### config.mk
export PLATFORM = sky130hd
export DESIGN_NAME = div_arbiter_flat
export DESIGN_NICKNAME = d
export VERILOG_FILES = /design/src/rtl/div_arbiter_pkg.sv /design/src/rtl/div_arbiter_if.sv /design/src/rtl/div_arbiter_rr_picker.sv /design/src/rtl/div_arbiter.sv /design/src/flat_wrapper.sv
export SDC_FILE = /design/constraint.sdc
export NUM_CORES = 1
export LEC_CHECK = 0
export BUFFER_PORTS_ARGS = -buffer_cell sky130_fd_sc_hd__clkbuf_2
export CAP_MARGIN = 0
export CORE_MARGIN = 2
export CORE_UTILIZATION = 42
export CTS_CLUSTER_SIZE = 20
export DETAILED_ROUTE_END_ITERATION = 10
export PLACE_DENSITY = 0.7
export REMOVE_ABC_BUFFERS = 1
export SLEW_MARGIN = 20
export SYNTH_ARGS = -nofsm -noshare
export SYNTH_HDL_FRONTEND = slang
export SYNTH_SLANG_ARGS = --single-unit
### constraint.sdc
create_clock -name clk -period 1.8 [get_ports clk]
set_input_delay 0.09 -clock clk [delete_from_list [all_inputs] [get_ports clk]]
set_output_delay 0.09 -clock clk [all_outputs]
set_load 0.05 [all_outputs]
### src/rtl/div_arbiter_pkg.sv
// Shared types for the divider arbiter: FSM state encoding and a small
// wrap-around helper used by the round-robin picker.
package div_arbiter_pkg;

    typedef enum logic [2:0] {
        DA_IDLE   = 3'd0,
        DA_ARB    = 3'd1,
        DA_CLR    = 3'd2,
        DA_LAUNCH = 3'd3,
        DA_RUN    = 3'd4,
        DA_RESP   = 3'd5
    } da_state_t;

    // Single-step modulo for values known to be below 2*n.
    function automatic int da_wrap(input int v, input int n);
        return (v >= n) ? (v - n) : v;
    endfunction

endpackage

### src/rtl/div_arbiter_if.sv
// Link between the arbiter and the single restoring divider.
// Handshake: the master raises div_start and holds it until the divider
// reports div_busy=1; while busy the divider streams on div_outbus, showing
// the quotient in its last busy cycle and the remainder once busy drops.
// div_reset (active-high) returns the divider from its halted DONE state.
interface div_arbiter_if #(
    parameter int WIDTH = 8
);
    logic [WIDTH-1:0] div_m;
    logic [WIDTH-1:0] div_q;
    logic             div_start;
    logic             div_reset;
    logic             div_busy;
    logic [WIDTH-1:0] div_outbus;

    modport master (
        output div_m, div_q, div_start, div_reset,
        input  div_busy, div_outbus
    );

    modport slave (
        input  div_m, div_q, div_start, div_reset,
        output div_busy, div_outbus
    );
endinterface

### src/rtl/div_arbiter_rr_picker.sv
// Combinational round-robin pick: first set request scanning upward from
// the requester after last_served, wrapping around.
module rr_picker
    import div_arbiter_pkg::*;
#(
    parameter int N_REQ = 2,
    parameter int IDX_W = (N_REQ > 1) ? $clog2(N_REQ) : 1
) (
    input  logic [N_REQ-1:0] req,
    input  logic [IDX_W-1:0] last_served,
    output logic [N_REQ-1:0] gnt,
    output logic [IDX_W-1:0] idx,
    output logic             valid
);

    logic [IDX_W-1:0] cand;

    // Scan N_REQ positions starting one past the last served requester.
    always_comb begin
        gnt   = '0;
        idx   = '0;
        valid = 1'b0;
        cand  = '0;
        for (int i = 1; i <= N_REQ; i++) begin
            cand = IDX_W'(da_wrap(int'(last_served) + i, N_REQ));
            if (!valid && req[cand]) begin
                valid     = 1'b1;
                idx       = cand;
                gnt[cand] = 1'b1;
            end
        end
    end

endmodule

### src/rtl/div_arbiter.sv
// Shares one restoring divider between N_REQ requesters: round-robin grant,
// clear + launch of the divider, capture of the serial quotient/remainder,
// a watchdog abort, and a one-hot done pulse back to the winner.
module div_arbiter
    import div_arbiter_pkg::*;
#(
    parameter int N_REQ   = 2,
    parameter int WIDTH   = 8,
    parameter int TIMEOUT = 31
) (
    input  logic                   clk,
    input  logic                   reset,
    input  logic [N_REQ-1:0]       req,
    input  logic [N_REQ*WIDTH-1:0] req_m,
    input  logic [N_REQ*WIDTH-1:0] req_q,
    output logic [N_REQ-1:0]       gnt,
    output logic [N_REQ-1:0]       done,
    output logic [WIDTH-1:0]       quot,
    output logic [WIDTH-1:0]       rem,
    output logic                   err,
    div_arbiter_if.master          dbus,
    output da_state_t              dbg_state
);

    localparam int IDX_W = (N_REQ > 1) ? $clog2(N_REQ) : 1;
    localparam int WD_W  = $clog2(TIMEOUT + 1);

    da_state_t        state;
    da_state_t        state_nxt;
    logic [IDX_W-1:0] last_served;
    logic [WIDTH-1:0] prev_out;
    logic [WD_W-1:0]  wd;
    logic [WIDTH-1:0] m_r;
    logic [WIDTH-1:0] q_r;
    logic             start_c;
    logic             dreset_c;
    logic             timeout_hit;

    logic [N_REQ-1:0] pick_gnt;
    logic [IDX_W-1:0] pick_idx;
    logic             pick_valid;

    rr_picker #(
        .N_REQ (N_REQ),
        .IDX_W (IDX_W)
    ) u_picker (
        .req         (req),
        .last_served (last_served),
        .gnt         (pick_gnt),
        .idx         (pick_idx),
        .valid       (pick_valid)
    );

    // The cycle that would bring the watchdog count up to TIMEOUT.
    assign timeout_hit = (wd == WD_W'(TIMEOUT - 1));

    assign dbus.div_m     = m_r;
    assign dbus.div_q     = q_r;
    assign dbus.div_start = start_c;
    assign dbus.div_reset = dreset_c;
    assign dbg_state      = state;

    // State register.
    always_ff @(posedge clk or negedge reset) begin
        if (!reset) begin
            state <= DA_IDLE;
        end else begin
            state <= state_nxt;
        end
    end

    // Next-state logic; a busy drop wins over a same-cycle watchdog expiry.
    always_comb begin
        state_nxt = state;
        case (state)
            DA_IDLE:   if (|req) state_nxt = DA_ARB;
            DA_ARB:    state_nxt = pick_valid ? DA_CLR : DA_IDLE;
            DA_CLR:    state_nxt = DA_LAUNCH;
            DA_LAUNCH: if (dbus.div_busy) state_nxt = DA_RUN;
            DA_RUN:    if (!dbus.div_busy || timeout_hit) state_nxt = DA_RESP;
            DA_RESP:   state_nxt = DA_IDLE;
            default:   state_nxt = DA_IDLE;
        endcase
    end

    // Decoded outputs: divider clear/start strobes and the done pulse.
    always_comb begin
        start_c  = 1'b0;
        dreset_c = !reset;
        done     = '0;
        case (state)
            DA_CLR:    dreset_c = 1'b1;
            DA_LAUNCH: start_c  = 1'b1;
            DA_RESP: begin
                done = gnt;
                // A timed-out divider is still busy and must be cleared.
                if (err) dreset_c = 1'b1;
            end
            default: ;
        endcase
    end

    // Grant/operand latching, watchdog and result capture.
    always_ff @(posedge clk or negedge reset) begin
        if (!reset) begin
            gnt         <= '0;
            last_served <= IDX_W'(N_REQ - 1);
            m_r         <= '0;
            q_r         <= '0;
            prev_out    <= '0;
            wd          <= '0;
            quot        <= '0;
            rem         <= '0;
            err         <= 1'b0;
        end else begin
            case (state)
                DA_ARB: begin
                    if (pick_valid) begin
                        gnt         <= pick_gnt;
                        last_served <= pick_idx;
                        m_r         <= req_m[int'(pick_idx)*WIDTH +: WIDTH];
                        q_r         <= req_q[int'(pick_idx)*WIDTH +: WIDTH];
                    end
                end
                DA_LAUNCH: wd <= '0;
                DA_RUN: begin
                    prev_out <= dbus.div_outbus;
                    wd       <= wd + WD_W'(1);
                    if (!dbus.div_busy) begin
                        // Quotient was on the bus last cycle, remainder is on it now.
                        quot <= prev_out;
                        rem  <= dbus.div_outbus;
                        err  <= 1'b0;
                    end else if (timeout_hit) begin
                        quot <= '0;
                        rem  <= '0;
                        err  <= 1'b1;
                    end
                end
                DA_RESP: gnt <= '0;
                default: ;
            endcase
        end
    end

endmodule

### src/flat_wrapper.sv
// flat-port wrapper written by rule: the top's interface ports become plain ports
module div_arbiter_flat import div_arbiter_pkg::*;
#(
    parameter int N_REQ   = 2,
    parameter int WIDTH   = 8,
    parameter int TIMEOUT = 31
)
  (clk, reset, req, req_m, req_q, gnt, done, quot, rem, err, dbg_state, dbus_div_m, dbus_div_q, dbus_div_start, dbus_div_reset, dbus_div_busy, dbus_div_outbus);
  div_arbiter_if #(.WIDTH(WIDTH)) dbus_i ();
  input  logic clk;
  input  logic reset;
  input  logic [N_REQ-1:0] req;
  input  logic [N_REQ*WIDTH-1:0] req_m;
  input  logic [N_REQ*WIDTH-1:0] req_q;
  output logic [N_REQ-1:0] gnt;
  output logic [N_REQ-1:0] done;
  output logic [WIDTH-1:0] quot;
  output logic [WIDTH-1:0] rem;
  output logic err;
  output da_state_t dbg_state;
  output wire logic [$bits(dbus_i.div_m)-1:0] dbus_div_m;
  output wire logic [$bits(dbus_i.div_q)-1:0] dbus_div_q;
  output wire logic [$bits(dbus_i.div_start)-1:0] dbus_div_start;
  output wire logic [$bits(dbus_i.div_reset)-1:0] dbus_div_reset;
  input wire logic [$bits(dbus_i.div_busy)-1:0] dbus_div_busy;
  input wire logic [$bits(dbus_i.div_outbus)-1:0] dbus_div_outbus;
  assign dbus_div_m = dbus_i.div_m;
  assign dbus_div_q = dbus_i.div_q;
  assign dbus_div_start = dbus_i.div_start;
  assign dbus_div_reset = dbus_i.div_reset;
  assign dbus_i.div_busy = dbus_div_busy;
  assign dbus_i.div_outbus = dbus_div_outbus;
  div_arbiter #(.N_REQ(N_REQ), .WIDTH(WIDTH), .TIMEOUT(TIMEOUT)) u_core (.clk(clk), .reset(reset), .req(req), .req_m(req_m), .req_q(req_q), .gnt(gnt), .done(done), .quot(quot), .rem(rem), .err(err), .dbus(dbus_i), .dbg_state(dbg_state));
endmodule
==> results of run 1 <==
## placed cells by master, fill, tap and decap left out
cell type      netlist  routed
a21oi_1              1       1
o211ai_1             1       1
mux2_2              34      34
buf_4                2       8
nor2_2               1       1
mux2i_1              2       2
a2bb2oi_1            2       2
mux2_1               1       1
buf_2                2       1
a21o_1               1       1
and3b_1              1       1
nor2b_1              2       1
buf_12               0       2
dlygate4sd3_1        0       7
nor3_4               1       1
xnor2_1              1       1
nor2_1               4       4
o2bb2ai_1            1       1
ha_1                 2       2
dfstp_2              1       1
o21ai_0              5       5
clkbuf_2             0      85
nor3b_2              0       1
nor2b_2              0       1
nand3_1              2       2
inv_1                3       3
a21boi_2             1       1
dfrtp_1             51      51
a32oi_1              1       1
a22o_1              18      18
nand2b_1             2       2
and3_1               3       3
nand4_1              1       1
clkbuf_8             0       5
nand2_1             28      28
or3b_1               1       1
inv_6                0       2
o31ai_1              1       1
clkinv_4             0       1
## metrics by stage
step	hold slack [ns]	std cells	worst slack, ns	util, %	cell area [um^2]
detailed placement	0.271	340	0.152	55.1	2870
global route	0.00868	355	0.0241	58.3	3040
global placement	0.275	340	0.204	55.1	2870
floorplan	-0.206	174	-0.504	-	2250
finish	0.0127	355	0.100	58.3	3040
CTS	0.00259	355	0.0707	58.3	3030
## flip-flops by register name (all words and copies together), names as in the netlist
signal and count:
u_core.dbus.div_m 8, u_core.dbus.div_q 8, u_core.prev_out 8, u_core.quot 8
u_core.rem 8, u_core.wd 5, u_core.dbg_state 3, u_core.gnt 2
u_core.err 1, u_core.last_served 1
## area by class of cell
class	instances	area, um^2
flip-flops and latches	52	1300
clock buffers	5	68.8
multi-input cells	119	940
fillers	455	2170
clock inverters	3	26.3
well taps	70	87.6
repair buffers	103	601
inverters	3	11.3
## critical path, cell delays in order, from the launching register on
cell and delay (ns):
dfrtp_1 0.46, or3b_1 0.45, a21o_1 0.40, a22o_1 0.28
## worst max path at each step
stage | from | to | slack, ns
after floorplan | u_core.dbg_state[2] | u_core.wd[0] | -0.50
after global placement | u_core.dbg_state[1] | u_core.rem[6] | 0.20
after detailed placement | u_core.dbg_state[1] | u_core.rem[6] | 0.15
after CTS | u_core.dbg_state[0] | dbus_div_reset | 0.07
after global routing | u_core.dbg_state[1] | u_core.quot[0] | 0.02
final | u_core.dbg_state[1] | u_core.rem[7] | 0.10
## where the power goes
group	internal, mW	switching, mW
clock	0.287	0.407
sequential	1.71	0.311
combinational	1.04	2.32
total	3.04	3.03
## layer usage
| layer | GRT usage (%) | vias up |
|---|---|---|
| met5 | 0 | - |
| met4 | 5.79 | 0 |
| met3 | 3.91 | 12 |
| met2 | 28.2 | 48 |
| met1 | 24.1 | 878 |
| li1 | - | 853 |
## kinds of logic (layout without fill, tap and decap cells)
family / after synthesis / after routing / synth area share, %
muxes: 37 / 37 / 18.0
AOI/OAI and AO/OA: 32 / 32 / 11.1
and+or+nand+nor: 47 / 47 / 9.88
buffers and inverters: 12 / 114 / 3.04
adders and majority gates: 2 / 2 / 1.09
DFF: 52 / 52 / 56.5
xor gates and xnor gates: 1 / 1 / 0.380
## repair_timing
item | 4_1_cts | 5_1_grt
hold buffers | 7 | 0
hold endpoints to repair | 57 | 0
resized for setup | 0 | 2
setup endpoints to repair | 0 | 1
==> run summary, run 1 <==
The count of yosys warnings during synthesis is 0. The detailed-route via count is 1791. The die area came out at 6100 um^2. The number of top-level pins came out at 87. The worst-case vdd ir drop is 857 uV. After routing, the total negative slack on setup checks comes to 0 ns. STA classifies the critical path endpoint as a flop. Global routing used 17.7% of the available tracks across all layers. The number of design-rule violations left by the first detailed-router iteration is 160. The die is 78.1 um wide.

Summed over its instances, the top area cell type makes up 55.4% of the synthesized netlist area. The routed design uses 2430 um of met2 wire. In this run the remaining antenna-violating nets after routing total 0. In this run the clock root is driven by a clkbuf_8. In this run, CTS created clock tree buffers numbering 5. The worst hold path passes through 3 cells. The clock net in this run drives a total of 52 sinks. The hold path endpoint is u_core.prev_out[0]. The fraction of layout instances using a drive strength above 1 came out at 50.5%. The worst hold path belongs to the class in -> reg. The via count normalized by instance count is 5.05. The register-to-register setup slack came out at 0.10 ns. The post-synthesis sequential element count came out at 52. Relative to the synthesized area, the layout overhead comes to 31.8%. For this block, wires on met1 add up to 2220 um. The highest metal layer carrying signal wires in the routed design is met4. The effective utilization at floorplan is 44.3%. The final hold violation count came out at 0.

For this run, the top clock speed supported by timing is 588 MHz. The worst setup path is of the reg -> reg kind. After synthesis, the share of flip-flops with an asynchronous set or reset is 100%. The shortest period the worst path allows came out at 1.70 ns. The total length of routed met3 wires came out at 220 um. The first global-routing pass estimated 8600 um of wire. The number of rows in the core area is 26. The depth of the worst register-to-register path came out at 3. The net count of the finished layout came out at 331. Setup repair after global routing left no endpoint under its margin.

The number of port buffers came out at 86. Sorting the synthesized cells by area gives the leading types as dfrtp_1 (55%), mux2_2 (17%), a22o_1 (6.8%). The via count of the first global-routing pass was 1800. The flow ran to the end, and the final reports show no timing, DRC or antenna violations.

The portion of the clock cycle consumed by the worst path in the final layout came out at 94.4%. Setup violations remaining at the end of the flow were counted as 0. The final HPWL from detailed placement is 3530 um.

The region available for standard cell placement spans 5200 um^2. The routed wire length per instance is 14.0 um. In this run the static leakage power is 1.55 nW. For this run, design rule violations remaining after detail routing come to 0.

The synthesized netlist occupies a cell area of 2300 um^2. The length of the first detailed-routing pass in iterations is 4. Along the worst path, the maximum fanout reaches 18. The critical hold path startpoint is dbus_div_outbus[0]. The maximum buffer depth of the clock tree is 2.

The startpoint of the most critical register-to-register path is u_core.dbg_state[1]. The number of maximum-capacitance constraint violations came out at 0. After layout, the design draws a total of 6.08 mW. The element type at the critical path start is a flop. The last weighted congestion value of the routability-driven placer is 0.769. The clock tree skew after final layout is 0.0131 ns. The number of synthesized flops with an enable pin came out at 0.

The actual transition at the worst max-transition pin came out at 0.641 ns. The clock insertion delay at the later pin of the skew report came out at 0.31 ns. The die height came out at 78.1 um. For this run, the register share of the synthesized area comes to 56.5%. For this run, the leading register cell type out of synthesis is dfrtp_1. Summed over all instances, the cell type with the most area after synthesis is dfrtp_1. In the post-synthesis netlist, the cell with the most instances is dfrtp_1. The worst pin sits at a relative slew slack of 57.3%. The initial antenna violation count came to 0. The number of antenna diodes in the final layout is 0. The TritonCTS clock tree is done. Data on the critical path is required at its endpoint by 1.99 ns. The endpoint of the lowest-slack register-to-register path is u_core.rem[7]. The number of max-slew violations in the final report came out at 0. By count the netlist is led by dfrtp_1 (51), mux2_2 (34), nand2_1 (28). The clock transition at the registers of the reported paths came out at 0.10 ns.

The gate count of the mapped netlist is 183. The number of H-tree levels is 2. The count of unique library cells instantiated by Yosys came out at 34. The total overflow left after global routing is 0.

Dividing the synthesized area by the synthesized cell count gives 12.6 um^2. The arrival time of the worst setup path came out at 1.89 ns. The routed wire length is 4970 um. For this design the ratio of total power to cell area is 2000 nW/um^2. The post-CTS setup-driven buffer insertion count is 0.

The largest net degree at the start of global routing is 53.
(Power assumes the default switching activity.)
==> run 2: changes to the inputs <==
==> constraint.sdc (replaced) <==
create_clock -name clk -period 1.7 [get_ports clk]
set_input_delay 0.085 -clock clk [delete_from_list [all_inputs] [get_ports clk]]
set_output_delay 0.085 -clock clk [all_outputs]
set_load 0.05 [all_outputs]
==> run 2 against run 1 <==
- sequential cell count unchanged
- critical path type unchanged
- die area did not move
- via count about the same
- largest cell class unchanged
==> run summary, run 2 (synthesis results as in run 1) <==
The flow ran to the end, and the final reports show no timing, DRC or antenna violations. The initial antenna violation count came out at 0. The post-CTS setup-driven buffer insertion count is 0. The number of rows in the core area came out at 26. The number of port buffers came out at 86.

The number of remaining DRC errors is 0. The maximum buffer depth of the clock tree is 2. Across all layers, the routed design uses 1792 vias. The power density over cell area came out at 2100 nW/um^2. In this design, the largest share of critical-path delay is due to simple AND/OR/NAND/NOR gates. The fraction of power consumed by sequential logic is 33.7%. The die area is 6100 um^2.

The final HPWL from detailed placement is 3750 um. The class of the worst hold path is in -> reg. The arrival time of the worst setup path came out at 1.84 ns. The internal power of the cells totals 3.25 mW. CTS placed an instance of clkbuf_8 at the clock tree root.

The share of the core filled with cells came out at 59.1%. The data required time of the worst path came out at 1.94 ns. The setup slack of the critical path after layout came out at 0.0968 ns. The library cell used most frequently in the layout, excluding fill and tap cells, is clkbuf_2. The clock reaches the later pin of the worst-skew pair after 0.30 ns. The via count normalized by instance count came out at 5.01. Max-cap violations in this run came to 0. The number of max-slew violations in the final report came to 0.

Per report_power, the clock group accounts for 10.6% of the total. After clock tree synthesis, the clock-pin slew on the worst setup and hold paths is 0.10 ns. The switching power came out at 3.21 mW. Setup violations remaining at the end of the flow were counted as 0. The number of routed nets with antenna violations came out at 0.

The post-route netlist has 51.0% of its cells at a drive strength greater than 1. The total track usage is 18.2%. The total power after layout is 6.46 mW. The chip width is 78.1 um. The diode insertion count for antenna repair came out at 0.

Counting stages on the worst path, the most repeated cell is buf_4. The count of buffer and inverter cells on the critical path came out at 2. The worst-case IR drop observed on VDD is 981 uV.

The worst setup slack before clock tree synthesis came out at 0.0545 ns. The portion of the clock cycle consumed by the worst path in the final layout is 94.3%. The via count of the first global-routing pass is 1848.

TritonCTS built the clock tree. After the last flow step, the layout net total stands at 334. The count of cells in the finished layout, fillers not included, comes to 358.

The number of clock sinks is 52. By startpoint and endpoint, the worst setup path is classified as reg -> reg. Setup repair after global routing left no endpoint under its margin. The reported leakage power came out at 1.56 nW.

The cell total after placement is 341. The tightest slew margin relative to the limit is 57.4%. The clock tree skew after final layout came out at 0.0104 ns. The signal on the critical path passes through or3b_1, buf_4, nor2_2, buf_4, a22o_1. The number of design-rule violations left by the first detailed-router iteration came out at 70. From synthesis to final layout, the design area changed by 33.6%. The switching part of the total power came out at 49.7%. 87 I/O pins were placed.

The actual transition at the worst max-transition pin is 0.640 ns. The maximum fanout count along the critical path came out at 17. The critical path endpoint category is a flop. The largest net degree at the start of global routing is 53. Wires add up to 5090 um. The last weighted congestion value of the routability-driven placer is 0.764. The cell with the largest stage delay on the worst path is dfrtp_2. The area of the core region came out at 5200 um^2.

The final hold violation count was 0. The effective utilization at floorplan is 44.3%. The post-route cell area came out at 3080 um^2.

The top cell types in the final layout, fill and taps aside, are clkbuf_2 (84), dfrtp_1 (49), mux2_2 (34). CTS built an H-tree with a depth of 2. The highest cell delay on the worst timing path is 0.45 ns. The element type at the critical path start is a flop.

The global-route wire length before repair is 8840 um. Summed over all layers, the global routing overflow is 0. The part of the power in combinational logic is 55.6%. The maximum clock frequency came out at 624 MHz.

For this run, the detailed router's first-pass iteration total came to 4. The shortest period the worst path allows is 1.60 ns. The CTS buffer count came out at 5. In this run the cell area measured after placement is 2880 um^2. The die height is 78.1 um. The routed wire length per instance is 14.2 um.
## run 2: area by class of cell
type / count / area, um^2
fillers: 454 / 2130
flip-flops and latches: 52 / 1310
multi-input cells: 119 / 946
repair buffers: 106 / 639
well taps: 70 / 87.6
clock buffers: 6 / 72.6
clock inverters: 2 / 16.3
inverters: 3 / 11.3
## run 2: path summary, 6_finish.rpt
path | start | to | slack (ns) | cells past startpoint
hold reg to reg | u_core.prev_out[4] | u_core.prev_out[4] | 0.48 | 2
min in group asynchronous | reset | u_core.dbus.div_q[4] | 0.49 | 3
setup / recovery | u_core.dbg_state[1] | u_core.rem[4] | 0.1 | 5
max in group asynchronous | reset | u_core.dbg_state[0] | 0.76 | 3
hold / removal | req[0] | u_core.gnt[0] | 0.08 | 3
setup reg to reg | u_core.dbg_state[1] | u_core.rem[4] | 0.1 | 5
## run 2: timing repair
action,4_1_cts,5_1_grt
gates resized for setup,4,4
endpoints found under the hold margin,59,0
setup endpoints to repair,3,20
hold buffers,9,0
## run 2: worst min-delay path, stage by stage
cell and delay (ns):
clkbuf_2 0.11, o21ai_0 0.08, o31ai_1 0.07
## run 2: power by group through the flow
| stage | logic (mW) | clock network (mW) | registers (mW) |
|---|---|---|---|
| floorplan | 1.05 | 0 | 3.70 |
| global placement | 3.51 | 0 | 2.17 |
| finish | 3.60 | 0.687 | 2.18 |
| global route | 3.81 | 0.758 | 2.26 |
| detailed placement | 3.56 | 0 | 2.19 |
| CTS | 3.60 | 0.708 | 2.18 |
## run 2: metal layers
metal,part of all wire (%),GRT usage (%)
met2,52,31.3
met3,3.2,3.22
met4,2.2,7.19
met5,0,0
met1,43,22.8
## run 2: stage by stage
stage | hold WS, ns | TNS, ns
3_5_place_dp | 0.274 | 0
4_1_cts | 0.0762 | 0
2_1_floorplan | -0.211 | -16.17
5_1_grt | 0.0978 | 0
6_report | 0.0807 | 0
3_3_place_gp | 0.275 | 0
==> run 3: changes to the inputs <==
--- a/config.mk
+++ b/config.mk
@@ -11,6 +11,7 @@
 export CORE_UTILIZATION = 42
 export CTS_CLUSTER_SIZE = 20
 export DETAILED_ROUTE_END_ITERATION = 10
+export MAX_ROUTING_LAYER = met4
 export PLACE_DENSITY = 0.7
 export REMOVE_ABC_BUFFERS = 1
 export SLEW_MARGIN = 20
==> run 3 against run 2 <==
- sequential cell count unchanged
- via count decreased by 0.45%
- critical path depth unchanged
- final cell count unchanged
==> run summary, run 3 (synthesis results as in run 1) <==
The number of maximum-capacitance constraint violations came out at 0. The maximum buffer depth of the clock tree came out at 2. After detailed routing, the number of remaining DRC violations is 0. The global-route wire length before repair came out at 8840 um. The routed wire length came out at 5110 um. The diode insertion count for antenna repair came out at 0. On the final layout, the worst clock skew is 0.0109 ns. The run finished with clean final reports.

TritonCTS built the clock tree. The CTS root buffer is clkbuf_8. The number of max-slew violations in the final report is 0.

The actual transition at the worst max-transition pin is 0.636 ns. The routed wire length per instance is 14.3 um. The critical path endpoint category is a flop. The total of fill cells in the finished design is 454.

Counting every sink on the clock net gives 52. The final hold violation count is 0. In this run the post-CTS setup repair buffer count came out at 0. The number of rows in the core area came out at 26. In this run the worst path has a maximum fanout of 17. The fraction of layout instances using a drive strength above 1 came out at 51.0%. The chip width is 78.1 um. Summed over all cells, the static leakage comes to 1.56 nW.

The via count of the first global-routing pass came out at 1843. Counting the buffers created by CTS gives 5. After the last flow step, the layout net total stands at 334. The arrival time of the worst setup path is 1.84 ns. The number of top-level pins came out at 87. The effective utilization at floorplan came out at 44.3%. The instance area after placement is 2880 um^2.

The total track usage came out at 18.7%. The worst-case vdd ir drop came out at 982 uV. Input and output buffers added on the ports amount to 86. The portion of the clock cycle consumed by the worst path in the final layout is 94.2%. The clock transition at the registers of the reported paths is 0.10 ns. In the layout the commonest cells are clkbuf_2 (84), dfrtp_1 (49), mux2_2 (34). The largest net degree at the start of global routing is 53.

Setup repair after global routing left no endpoint under its margin. The initial antenna violation count is 0. The H-tree generated during clock tree synthesis spans 2 levels. Measured against its own limit, the worst slew margin works out to 57.6%. The final HPWL from detailed placement came out at 3750 um.

The length of the first detailed-routing pass in iterations is 4. The data required time of the worst path is 1.93 ns. The worst setup slack before clock tree synthesis came out at 0.0545 ns. The die height came out at 78.1 um.

The total congestion overflow is 0. The detailed-route via count came out at 1784. The worst path meets setup with 0.0982 ns of slack. The via count normalized by instance count is 4.98. The number of routed nets with antenna violations came out at 0.

The type of the setup path with the least slack is reg -> reg. The last weighted congestion value of the routability-driven placer is 0.774. The number of setup violations in the final report is 0.

The area overhead of the layout relative to synthesis came out at 33.6%. The shortest period the worst path allows is 1.60 ns. The number of design-rule violations left by the first detailed-router iteration is 67. In this run the power density over the cells is 2100 nW/um^2. The die area came out at 6100 um^2. The total area inside the core boundary comes to 5200 um^2. The clock insertion delay at the later pin of the skew report came out at 0.30 ns. The class of the worst hold path is in -> reg.

The commonest non-fill, non-tap cell in the layout is clkbuf_2. The element type at the critical path start is a flop. The post-route cell area came out at 3080 um^2. The maximum clock frequency came out at 624 MHz.
==> run 3: final cells by class <==
class,count,area (um^2),area share [%]
sequential,52,1310,42.4
multi-input combinational,119,946,30.7
timing repair buffer,106,639,20.8
tap,70,87.6,2.85
clock buffer,6,72.6,2.36
clock inverter,2,16.3,0.528
inverter,3,11.3,0.366
==> run 3: critical path: stages (launching register included) <==
cell     delay [ns]
dfrtp_2        0.45
or3b_1         0.43
buf_4          0.18
nor2_2         0.07
buf_4          0.22
a22o_1         0.19
==> run 3: report_power, final <==
part | leakage (nW) | internal, mW | switching (mW)
Combinational | 0.878 | 1.14 | 2.46
Clock | 0.0414 | 0.293 | 0.392
Sequential | 0.638 | 1.82 | 0.363
==> run 3: through the flow <==
stage	hold WS (ns)	instances	setup TNS, ns	utilization [%]	total power [mW]
after global routing	0.0978	358	0	59.1	6.83
after CTS	0.0762	358	0	58.9	6.49
after global placement	0.275	341	0	55.3	5.68
final	0.0806	358	0	59.1	6.46
after detailed placement	0.274	341	0	55.3	5.76
after floorplan	-0.211	174	-16.17	-	4.75
==> run 3: path summary, 6_finish.rpt <==
check                               startpoint              endpoint  slack (ns)  cells after the start
min in group asynchronous                reset  u_core.dbus.div_q[4]        0.49                      3
min reg2reg                 u_core.prev_out[4]    u_core.prev_out[4]        0.48                      2
max in group asynchronous                reset   u_core.dbg_state[0]        0.76                      3
min                                     req[0]         u_core.gnt[0]        0.08                      3
max reg2reg                u_core.dbg_state[1]         u_core.rem[4]         0.1                      5
max                        u_core.dbg_state[1]         u_core.rem[4]         0.1                      5
==> run 3: what timing repair did <==
item,CTS,global route
hold endpoints to repair,59,0
gates resized for setup,4,4
setup endpoints to repair,3,20
hold buffers,9,0
==> run 3: per-layer routing <==
metal	part of all wire (%)	global-route usage, %	vias to the layer above
li1	-	-	859
met1	43	22.8	877
met2	52	31.3	38
met3	3.1	3.22	10
met4	2.2	7.19	0
met5	0	-	-
